$ cat src/rtl/fir_wb_accel_if.sv
// Wishbone slave bus bundle for the FIR accelerator.
// Signal names follow the SoC user-project wishbone naming.
interface fir_wb_accel_if;
  logic        wbs_cyc_i;
  logic        wbs_stb_i;
  logic        wbs_we_i;
  logic [3:0]  wbs_sel_i;
  logic [31:0] wbs_adr_i;
  logic [31:0] wbs_dat_i;
  logic        wbs_ack_o;
  logic [31:0] wbs_dat_o;

  modport slave (
    input  wbs_cyc_i, wbs_stb_i, wbs_we_i, wbs_sel_i, wbs_adr_i, wbs_dat_i,
    output wbs_ack_o, wbs_dat_o
  );

  modport master (
    output wbs_cyc_i, wbs_stb_i, wbs_we_i, wbs_sel_i, wbs_adr_i, wbs_dat_i,
    input  wbs_ack_o, wbs_dat_o
  );
endinterface

$ cat src/rtl/fir_wb_accel.sv
// Wishbone-slave FIR accelerator: one MAC per cycle, y[n] = sum h[i]*x[n-i].
// Optional macro FIR_CHECKBIT_EN adds the 16-bit progress code checkbits_o.
//
// state     | meaning
// ST_IDLE   | waiting for a start; ap_idle=1
// ST_WAIT_X | waiting for one input sample; x_ready=1
// ST_MAC    | accumulating NUM_TAPS products, one per cycle
// ST_HOLD_Y | result in y buffer; y_valid=1 until firmware reads Y
module fir_wb_accel #(
  parameter int          NUM_TAPS  = 11,
  parameter int          DATA_W    = 32,
  parameter logic [31:0] BASE_ADDR = 32'h3000_0000
) (
  input  logic          wb_clk_i,
  input  logic          wb_rst_i,
  fir_wb_accel_if.slave wbs
`ifdef FIR_CHECKBIT_EN
  ,
  output logic [15:0]   checkbits_o
`endif
);

  localparam int          IDX_W    = (NUM_TAPS > 1) ? $clog2(NUM_TAPS) : 1;
  localparam logic [5:0]  LP_NTAPS = 6'(NUM_TAPS);
  localparam logic [7:0]  OFF_CTRL = 8'h00;
  localparam logic [7:0]  OFF_LEN  = 8'h10;
  localparam logic [7:0]  OFF_X    = 8'h80;
  localparam logic [7:0]  OFF_Y    = 8'h84;
  localparam logic [5:0]  TAP_WORD = 6'd16;

  typedef enum logic [1:0] {ST_IDLE, ST_WAIT_X, ST_MAC, ST_HOLD_Y} state_t;

  state_t             r_state, w_state_nxt;
  logic               r_ack;
  logic [31:0]        r_dat_o;
  logic [31:0]        r_len;
  logic [31:0]        r_out_cnt;
  logic               r_done;
  logic [DATA_W-1:0]  r_taps  [NUM_TAPS];
  logic [DATA_W-1:0]  r_xline [NUM_TAPS];
  logic [DATA_W-1:0]  r_acc;
  logic [DATA_W-1:0]  r_ybuf;
  logic [IDX_W-1:0]   r_mac_cnt;

  logic [7:0]         w_off;
  logic [5:0]         w_word;
  logic [5:0]         w_tap_rel;
  logic [IDX_W-1:0]   w_tap_idx;
  logic               w_req, w_hit_ctrl, w_hit_len, w_hit_x, w_hit_y, w_hit_tap;
  logic               w_busy, w_idle, w_x_ready, w_y_valid;
  logic               w_len_zero, w_last_y;
  logic               w_fire, w_start, w_x_acc, w_y_pop, w_mac_last, w_set_done;
  logic [31:0]        w_rdata;
  logic [DATA_W-1:0]  w_prod;
  logic               w_unused_sel;

  // Byte enables are ignored: every access is treated as a full word.
  assign w_unused_sel = ^wbs.wbs_sel_i;

  // A request already acknowledged is masked so each transfer gets a single ack.
  assign w_off      = wbs.wbs_adr_i[7:0];
  assign w_word     = wbs.wbs_adr_i[7:2];
  assign w_tap_rel  = w_word - TAP_WORD;
  assign w_tap_idx  = IDX_W'(w_tap_rel);
  assign w_req      = wbs.wbs_cyc_i & wbs.wbs_stb_i & ~r_ack &
                      (wbs.wbs_adr_i[31:8] == BASE_ADDR[31:8]);
  assign w_hit_ctrl = (w_off == OFF_CTRL);
  assign w_hit_len  = (w_off == OFF_LEN);
  assign w_hit_x    = (w_off == OFF_X);
  assign w_hit_y    = (w_off == OFF_Y);
  assign w_hit_tap  = (w_off[1:0] == 2'b00) && (w_word >= TAP_WORD) &&
                      (w_tap_rel < LP_NTAPS) && !w_hit_x && !w_hit_y;

  assign w_idle     = (r_state == ST_IDLE);
  assign w_busy     = !w_idle;
  assign w_x_ready  = (r_state == ST_WAIT_X);
  assign w_y_valid  = (r_state == ST_HOLD_Y);
  assign w_len_zero = (r_len == 32'd0);
  assign w_last_y   = ((r_out_cnt + 32'd1) == r_len);

  // Low word of a signed product is all the accumulator keeps (wraps mod 2^32).
  assign w_prod = $signed(r_taps[r_mac_cnt]) * $signed(r_xline[r_mac_cnt]);

  // State register.
  always_ff @(posedge wb_clk_i) begin
    if (wb_rst_i) r_state <= ST_IDLE;
    else          r_state <= w_state_nxt;
  end

  // Next state, bus wait-state decision and sequencing strobes.
  always_comb begin
    w_state_nxt = r_state;
    w_fire      = 1'b0;
    w_start     = 1'b0;
    w_x_acc     = 1'b0;
    w_y_pop     = 1'b0;
    w_mac_last  = 1'b0;
    w_set_done  = 1'b0;
    if (w_req) begin
      w_fire = 1'b1;
      if (w_hit_x && wbs.wbs_we_i && w_busy && !w_x_ready)  w_fire = 1'b0;
      if (w_hit_y && !wbs.wbs_we_i && w_busy && !w_y_valid) w_fire = 1'b0;
    end
    case (r_state)
      ST_IDLE: begin
        if (w_fire && wbs.wbs_we_i && w_hit_ctrl && wbs.wbs_dat_i[0]) begin
          w_start = 1'b1;
          if (w_len_zero) w_set_done  = 1'b1;
          else            w_state_nxt = ST_WAIT_X;
        end
      end
      ST_WAIT_X: begin
        if (w_fire && wbs.wbs_we_i && w_hit_x) begin
          w_x_acc     = 1'b1;
          w_state_nxt = ST_MAC;
        end
      end
      ST_MAC: begin
        if (r_mac_cnt == '0) begin
          w_mac_last  = 1'b1;
          w_state_nxt = ST_HOLD_Y;
        end
      end
      ST_HOLD_Y: begin
        if (w_fire && !wbs.wbs_we_i && w_hit_y) begin
          w_y_pop = 1'b1;
          if (w_last_y) begin
            w_set_done  = 1'b1;
            w_state_nxt = ST_IDLE;
          end else begin
            w_state_nxt = ST_WAIT_X;
          end
        end
      end
      default: w_state_nxt = ST_IDLE;
    endcase
  end

  // Read data mux; Y returns the buffer, which in idle is the last popped value.
  always_comb begin
    w_rdata = '0;
    if (w_hit_ctrl)     w_rdata = {26'd0, w_y_valid, w_x_ready, 1'b0, w_idle, r_done, 1'b0};
    else if (w_hit_len) w_rdata = r_len;
    else if (w_hit_y)   w_rdata = r_ybuf;
    else if (w_hit_tap) w_rdata = r_taps[w_tap_idx];
  end

  // Registered ack pulse and read data.
  always_ff @(posedge wb_clk_i) begin
    if (wb_rst_i) begin
      r_ack   <= 1'b0;
      r_dat_o <= '0;
    end else begin
      r_ack <= w_fire;
      if (w_fire) r_dat_o <= wbs.wbs_we_i ? 32'd0 : w_rdata;
    end
  end

  assign wbs.wbs_ack_o = r_ack;
  assign wbs.wbs_dat_o = r_dat_o;

  // Configuration registers; frozen while a run is in progress.
  always_ff @(posedge wb_clk_i) begin
    if (wb_rst_i) begin
      r_len <= '0;
      for (int i = 0; i < NUM_TAPS; i++) r_taps[i] <= '0;
    end else if (w_fire && wbs.wbs_we_i && w_idle) begin
      if (w_hit_len) r_len <= wbs.wbs_dat_i;
      if (w_hit_tap) r_taps[w_tap_idx] <= wbs.wbs_dat_i;
    end
  end

  // Shift line, newest sample at index 0; cleared at start so x[k<0]=0.
  always_ff @(posedge wb_clk_i) begin
    if (wb_rst_i || w_start) begin
      for (int i = 0; i < NUM_TAPS; i++) r_xline[i] <= '0;
    end else if (w_x_acc) begin
      r_xline[0] <= wbs.wbs_dat_i;
      for (int i = 1; i < NUM_TAPS; i++) r_xline[i] <= r_xline[i-1];
    end
  end

  // MAC down-counter, accumulator and y buffer.
  always_ff @(posedge wb_clk_i) begin
    if (wb_rst_i) begin
      r_mac_cnt <= '0;
      r_acc     <= '0;
      r_ybuf    <= '0;
    end else if (w_x_acc) begin
      r_mac_cnt <= IDX_W'(NUM_TAPS - 1);
      r_acc     <= '0;
    end else if (r_state == ST_MAC) begin
      r_acc <= r_acc + w_prod;
      if (w_mac_last) r_ybuf    <= r_acc + w_prod;
      else            r_mac_cnt <= r_mac_cnt - 1'b1;
    end
  end

  // Output counter and ap_done.
  always_ff @(posedge wb_clk_i) begin
    if (wb_rst_i) begin
      r_out_cnt <= '0;
      r_done    <= 1'b0;
    end else begin
      if (w_start)      r_out_cnt <= '0;
      else if (w_y_pop) r_out_cnt <= r_out_cnt + 32'd1;
      if (w_set_done)   r_done <= 1'b1;
      else if (w_start) r_done <= 1'b0;
    end
  end

`ifdef FIR_CHECKBIT_EN
  logic [15:0] r_checkbits;

  // Progress code: AB00 once a run starts, AB01 when it completes.
  always_ff @(posedge wb_clk_i) begin
    if (wb_rst_i)        r_checkbits <= 16'h0000;
    else if (w_set_done) r_checkbits <= 16'hAB01;
    else if (w_start)    r_checkbits <= 16'hAB00;
  end

  assign checkbits_o = r_checkbits;
`endif

endmodule

$ cat src/flat_wrapper.sv
// flat-port wrapper written by rule: the top's interface ports become plain ports
module fir_wb_accel_flat 
#(
  parameter int          NUM_TAPS  = 11,
  parameter int          DATA_W    = 32,
  parameter logic [31:0] BASE_ADDR = 32'h3000_0000
)
  (wb_clk_i, wb_rst_i, wbs_wbs_cyc_i, wbs_wbs_stb_i, wbs_wbs_we_i, wbs_wbs_sel_i, wbs_wbs_adr_i, wbs_wbs_dat_i, wbs_wbs_ack_o, wbs_wbs_dat_o);
  fir_wb_accel_if wbs_i ();
  input  logic wb_clk_i;
  input  logic wb_rst_i;
  input wire logic [$bits(wbs_i.wbs_cyc_i)-1:0] wbs_wbs_cyc_i;
  input wire logic [$bits(wbs_i.wbs_stb_i)-1:0] wbs_wbs_stb_i;
  input wire logic [$bits(wbs_i.wbs_we_i)-1:0] wbs_wbs_we_i;
  input wire logic [$bits(wbs_i.wbs_sel_i)-1:0] wbs_wbs_sel_i;
  input wire logic [$bits(wbs_i.wbs_adr_i)-1:0] wbs_wbs_adr_i;
  input wire logic [$bits(wbs_i.wbs_dat_i)-1:0] wbs_wbs_dat_i;
  output wire logic [$bits(wbs_i.wbs_ack_o)-1:0] wbs_wbs_ack_o;
  output wire logic [$bits(wbs_i.wbs_dat_o)-1:0] wbs_wbs_dat_o;
  assign wbs_i.wbs_cyc_i = wbs_wbs_cyc_i;
  assign wbs_i.wbs_stb_i = wbs_wbs_stb_i;
  assign wbs_i.wbs_we_i = wbs_wbs_we_i;
  assign wbs_i.wbs_sel_i = wbs_wbs_sel_i;
  assign wbs_i.wbs_adr_i = wbs_wbs_adr_i;
  assign wbs_i.wbs_dat_i = wbs_wbs_dat_i;
  assign wbs_wbs_ack_o = wbs_i.wbs_ack_o;
  assign wbs_wbs_dat_o = wbs_i.wbs_dat_o;
  fir_wb_accel #(.NUM_TAPS(NUM_TAPS), .DATA_W(DATA_W), .BASE_ADDR(BASE_ADDR)) u_core (.wb_clk_i(wb_clk_i), .wb_rst_i(wb_rst_i), .wbs(wbs_i));
endmodule
$ cat config.mk
export PLATFORM = sky130hd
export DESIGN_NAME = fir_wb_accel_flat
export DESIGN_NICKNAME = d
export VERILOG_FILES = /design/src/rtl/fir_wb_accel_if.sv /design/src/rtl/fir_wb_accel.sv /design/src/flat_wrapper.sv
export SDC_FILE = /design/constraint.sdc
export NUM_CORES = 2
export LEC_CHECK = 0
export ABC_CLOCK_PERIOD_IN_PS = 10870
export BUFFER_PORTS_ARGS = -buffer_cell sky130_fd_sc_hd__buf_2
export CAP_MARGIN = 15
export CORE_UTILIZATION = 35
export DETAILED_ROUTE_END_ITERATION = 12
export GPL_TIMING_DRIVEN = 0
export SLEW_MARGIN = 25
export SYNTH_ARGS = -nofsm -noshare
export SYNTH_HDL_FRONTEND = slang
export SYNTH_SLANG_ARGS = --single-unit
$ cat constraint.sdc
create_clock -name wb_clk_i -period 10.87 [get_ports wb_clk_i]
set_input_delay 1.6305 -clock wb_clk_i [delete_from_list [all_inputs] [get_ports wb_clk_i]]
set_output_delay 1.6305 -clock wb_clk_i [all_outputs]
set_load 0.05 [all_outputs]
; ---- Word level (Yosys, flattened, before mapping)
; Memory sizes are Yosys's and may differ from the RTL's.
; Index checks and enable logic that the tools add are counted.
[totals]
reg_bits = 168
ram_bits = 704
inputBits = 73
output_inout_bits = 33
n_memories = 2
[mem_list]
columns = memory, words, word_bits, read_ports, rd_ports_with_merged_regs, write_ports, line_no
row1 = u_core.r_taps, 11, 32, 2, 0, 11, fir_wb_accel.sv:39  ; logic [DATA_W-1:0] r_taps [NUM_TAPS];
row2 = u_core.r_xline, 11, 32, 11, 0, 11, fir_wb_accel.sv:40  ; logic [DATA_W-1:0] r_xline [NUM_TAPS];
[op_classes]
n_addsub = 4
n_mul = 1
magnitude_cmp = 2
eq_ne = 14
mux = 58
n_bitwise = 17
n_reduce_logical = 39
[op_table]
columns = op, count
row1 = 32-bit two-way mux, 17
row2 = 32-bit by 1-bit adder with 32-bit output (second input constant), 1
row3 = 32-bit adder, 1
row4 = 32-bit equality test, 1
row5 = 32-bit zero test, 1
row6 = 32-bit by 32-bit multiplier with 32-bit output, 1
row7 = 32-bit OR reduction, 1
row8 = 1-bit two-way mux, 30
row9 = 24-bit by 22-bit equality test with 1-bit output (second input constant), 1
row10 = 1-bit logical AND, 17
row11 = 8-bit equality test (second input constant), 2
row12 = 4-bit two-way mux, 4
row13 = 1-bit OR, 11
row14 = 2-bit two-way mux, 5
row15 = 8-bit by 5-bit equality test with 1-bit output (second input constant), 1
row16 = 8-bit zero test, 1
row17 = 2-bit != test (second input constant), 4
row18 = 2-bit one-hot mux with 4 select lines, 1
row19 = 6-bit by 5-bit >= comparator with 1-bit output (second input constant), 1
row20 = 1-bit zero test, 6
row21 = 6-bit by 4-bit < comparator with 1-bit output (second input constant), 1
row22 = 2-bit AND reduction, 3
row23 = 6-bit by 5-bit subtractor with 6-bit output (second input constant), 1
row24 = 5-bit AND reduction, 1
row25 = 13 further kinds, 22

; ---- Depth between registers and ports, before layout
[logic_depth]
ltp_word = 16
mapped_depth = 39
ltp_nobuf = 33

; ---- Least setup slack after synthesis
; OpenSTA, ideal clock, no wires.
[synth_path]
kind = register to register
from = register u_core.r_mac_cnt[0]
to = register u_core.r_ybuf[31]
setup_ns = 0.073
t_arrival_ns = 8.406
setup_slack_ns = 2.391
stages_incl_launch_ff = 34
path_cell_list = dfxtp_1 -> buf_6 -> buf_12 -> buf_6 -> buf_8 -> mux4_2 -> a211oi_1 -> a21o_1 -> clkbuf_1 -> nor2_1 -> fa_1 -> fa_1 -> inv_1 -> fa_1 -> fa_1 -> inv_1 -> ha_1 -> ha_1 -> fa_1 -> inv_1 -> fa_1 -> inv_1 -> ha_1 -> a21o_1 -> or3_1 -> o21ai_0 -> o21ai_0 -> o41ai_1 -> o21a_1 -> o21ai_0 -> o41ai_1 -> xnor2_1 -> nor2_1 -> nor3_2
[synth_between]
elab_chain_cells = 4
[synth_lines]
columns = item, line_no
row1 = "start, declared", fir_wb_accel.sv:43  ; logic [IDX_W-1:0] r_mac_cnt;
row2 = "start signal, assigned", fir_wb_accel.sv:190  ; r_mac_cnt <= IDX_W'(NUM_TAPS - 1);
row3 = "start signal, assigned", fir_wb_accel.sv:195  ; else r_mac_cnt <= r_mac_cnt - 1'b1;
row4 = "parallel branches: the longest is 4 deep, another holds memory 11 x 32 bit", --
row5 = "end signal, assigned", fir_wb_accel.sv:194  ; if (w_mac_last) r_ybuf <= r_acc + w_prod;
row6 = "end, declared", fir_wb_accel.sv:42  ; logic [DATA_W-1:0] r_ybuf;
; Parallel ways; which one is timed is not known.
; A chain may end at the register's enable or synchronous reset.

; ---- Worst setup path after layout
[layout_path]
from = register u_core.r_mac_cnt[1]
to = register u_core.r_acc[30]
[layout_between]
elab_chain_cells = 3
[layout_lines]
columns = item, line_no
row1 = "memory 11 x 32 bit, on equally long branches", --
row2 = 32-bit by 32-bit multiplier with 32-bit output (*), fir_wb_accel.sv:82  ; assign w_prod = $signed(r_taps[r_mac_cnt]) * $signed(r_xline[r_mac_cnt]);
row3 = 32-bit adder (*), fir_wb_accel.sv:193  ; r_acc <= r_acc + w_prod;
row4 = "end signal, assigned", fir_wb_accel.sv:193
row5 = "end, declared", fir_wb_accel.sv:41  ; logic [DATA_W-1:0] r_acc;
; Mark *: on every way between the ends. The rest lies on a longest branch, timed or not.

==> out/metrics.cfg <==
[place]
portBuffers = 100
gp_congestion = 0.9717
dp_hpwl_um = 171200
placed_area_um2 = 71220

[finish]
multiInputGateArea_um2 = 34290
seq_area_um2 = 28990
design_area_um2 = 74850
num-fill-cells = 17930
fin_util_pct = 39.81
drive_above_1_share_pct = 14.44
areaGrowthSynthToFinish_pct = 12.77
layout.nets = 6490

[clock_tree]
clockBufferDepth = 3
cts_sinks = 1032
numCtsBuffers = 108
insertion_delay_ps = 750
root_buffer = clkbuf_16
cts_tree = built
ctsHtreeMaxLevel = 3
postCtsSetupRepairBufs = 0
clkTransAtPathRegs_ps = 60

[floorplanning]
rows = 159
start_util_pct = 35.31
fp.coreArea_um2 = 188000
dieArea_um2 = 191400
die_w_um = 437.5
io_pins = 106
die_y_um = 437.5

[setup_path]
cp-start-kind = flop
path_common_cell = fa_1
cp.arrival_ps = 11280
cp.required_ps = 11460
crit_path_end_kind = flop
max_stage_delay_ps = 650
criticalPathCategory = flop to flop
ff2ff_path_depth = 34
path_max_fanout = 10
slowest_stage = o21ai_2

[global_routing]
grt_max_degree = 54
overflow = 0
grt_pass1_wl_um = 331800
grtUsageTotal_pct = 24.21
antenna_found_initial = 22
first_global_vias = 46170

[timing]
hold_slack_ps = 466.4
period_share_pct = 98.36
finalSetupTns_ps = 0
relSlewSlack_pct = 22.69
drv_slew = 0
rsz0062_at_grt = false
setup_viol = 0
fmaxAchievable_ghz = 0.09353
tightest_slew_ps = 1160
min_period_ps = 10690
fin_worst_skew_ps = 77.20
hold_viol = 0

[yosys]
ys_seq_area_share_pct = 43.67
ys_ff_latch = 1032
avgSynthCellArea_um2 = 12.22
synthCells = 5433
synth_cell_types = 75
ys.flop_type = edfxtp_1
yosysWarnings = 0
synth_area_um2 = 66370
async_flop_share_pct = 0
synth_edf_count = 832

[drt]
vias = 46200
drc = 0
vias_per_cell = 5.491
ant_nets = 0
drt_wl_total_um = 233000
drtIter0Drc = 6053
drtPass1Iterations = 7
wl_per_cell_um = 27.69

[hold_path]
hp-class = flop to flop
min_path_cells = 2

[status]
outcome = finished, final reports clean

[pwr]
fin_total_pwr_mw = 12.19
power_leakage_nw = 28.93
ir_drop_uv = 365.4
p_per_area_nw_per_um2 = 162.8

[job]
max_cap_violations = 0

==> registers in the layout, summed over array words and instances, names as in the netlist <==
signal,cells
u_core.r_ybuf,32
u_core.r_taps,512
u_core.r_acc,32
u_core.r_xline,352
u_core.wbs.wbs_ack_o,1
u_core.r_state,2
u_core.r_out_cnt,32
u_core.r_done,1
u_core.wbs.wbs_dat_o,32
u_core.r_mac_cnt,4
u_core.r_len,32
==> through the flow <==
stage               setup slack, ps  instances
floorplan                      2391       5592
global placement              -1959       8187
detailed placement           -742.5       8210
CTS                           10.15       8410
global route                  17.72       8408
finish                        178.0       8414
==> final timing paths <==
check / from / end / slack [ps]
worst min-delay path: u_core.r_taps[10][15] / u_core.r_taps[10][15] / 470
worst max-delay path: u_core.r_mac_cnt[1] / u_core.r_acc[30] / 180
worst max register to register: u_core.r_mac_cnt[1] / u_core.r_acc[30] / 180
worst min register to register: u_core.r_taps[10][15] / u_core.r_taps[10][15] / 470
==> cell families after synthesis <==
| group | after synthesis | synth area share [%] |
|---|---|---|
| AOI/OAI and AO/OA | 440 | 4.226 |
| xor gates and xnor gates | 158 | 2.117 |
| adders and majority gates | 596 | 16.19 |
| buffers and inverters | 950 | 5.955 |
| DFF | 1032 | 43.67 |
| muxes | 461 | 13.77 |
| other | 1 | 0.005650 |
| and+or+nand+nor | 1795 | 14.06 |
==> cells in the mapped netlist, types with 20 or more instances <==
cell      number  area, um^2
a21oi_1      149       745.7
a22oi_1       77       578.1
and2_1       680        4254
buf_1         20       75.07
buf_2         35       175.2
clkbuf_1     278        1044
dfxtp_1      200        4004
edfxtp_1     832       24980
fa_1         438        8768
ha_1         158        1977
inv_1        582        2185
mux2_2        20       225.2
mux2i_1       89       890.9
mux4_1        31       814.5
mux4_2       319        7184
nand2_1      328        1231
nand2b_1     124       775.7
nand3_1       31       155.2
nand4_1       23       143.9
nor2_1       423        1588
nor2b_1       48       300.3
nor3_1        20       100.1
o21ai_0       90       450.4
or2_2         58       362.9
xnor2_1      110       963.4
xor2_1        46       402.9
==> report_power, final <==
part           internal, mW  switching (mW)
sequential             4.37          0.0564
combinational          1.54            2.53
clock                  2.03            1.67
==> layout make-up <==
cell class	instances	area share, %
buffer	364	2.487
clock buffer	153	4.010
sequential	1032	38.73
timing repair buffer	123	1.244
antenna	6	0.02006
inverter	582	2.919
clock inverter	49	0.6051
tap	2495	4.171
multi-input combinational	3610	45.81
==> metal layers <==
| layer | vias up | routed length [um] | GRT usage, % |
|---|---|---|---|
| li1 | 19210 | - | - |
| met1 | 23840 | 89630 | 31.89 |
| met2 | 2614 | 103900 | 37.10 |
| met3 | 509 | 27250 | 6.751 |
| met4 | 26 | 12000 | 10.78 |
| met5 | - | 210 | 0 |
==> worst max-delay path: cells and delay by family (launching register included) <==
family,cells,cell delay (ps)
AO/OA/AOI/OAI,8,2780
XOR/XNOR,1,220
adder cells (fa/ha/maj),9,3800
buffers and inverters,9,2220
flip-flops,1,320
multiplexers,2,600
AND/OR/NAND/NOR,5,540
==> repair_timing <==
item | in CTS | in global routing
setup endpoints to repair | 20 | 13
resized for setup | 39 | 41
cloned | 0 | 0
hold buffers | 0 | 0
==> layout by cell type (no fill, tap or decap), drive strengths merged, types with 35 or more instances in the layout <==
cell type	instances
xnor2	111
clkbuf	428
clkinv	35
fa	438
mux4	350
edfxtp	832
mux2i	90
nand2b	124
nand2	328
dfxtp	200
xor2	46
o21ai	100
buf	211
nor2b	48
inv	588
nor2	423
ha	158
and2	681
or2	58
conb	160
a21oi	153
a22oi	77
No activity file was read; power rests on OpenSTA's default activity.
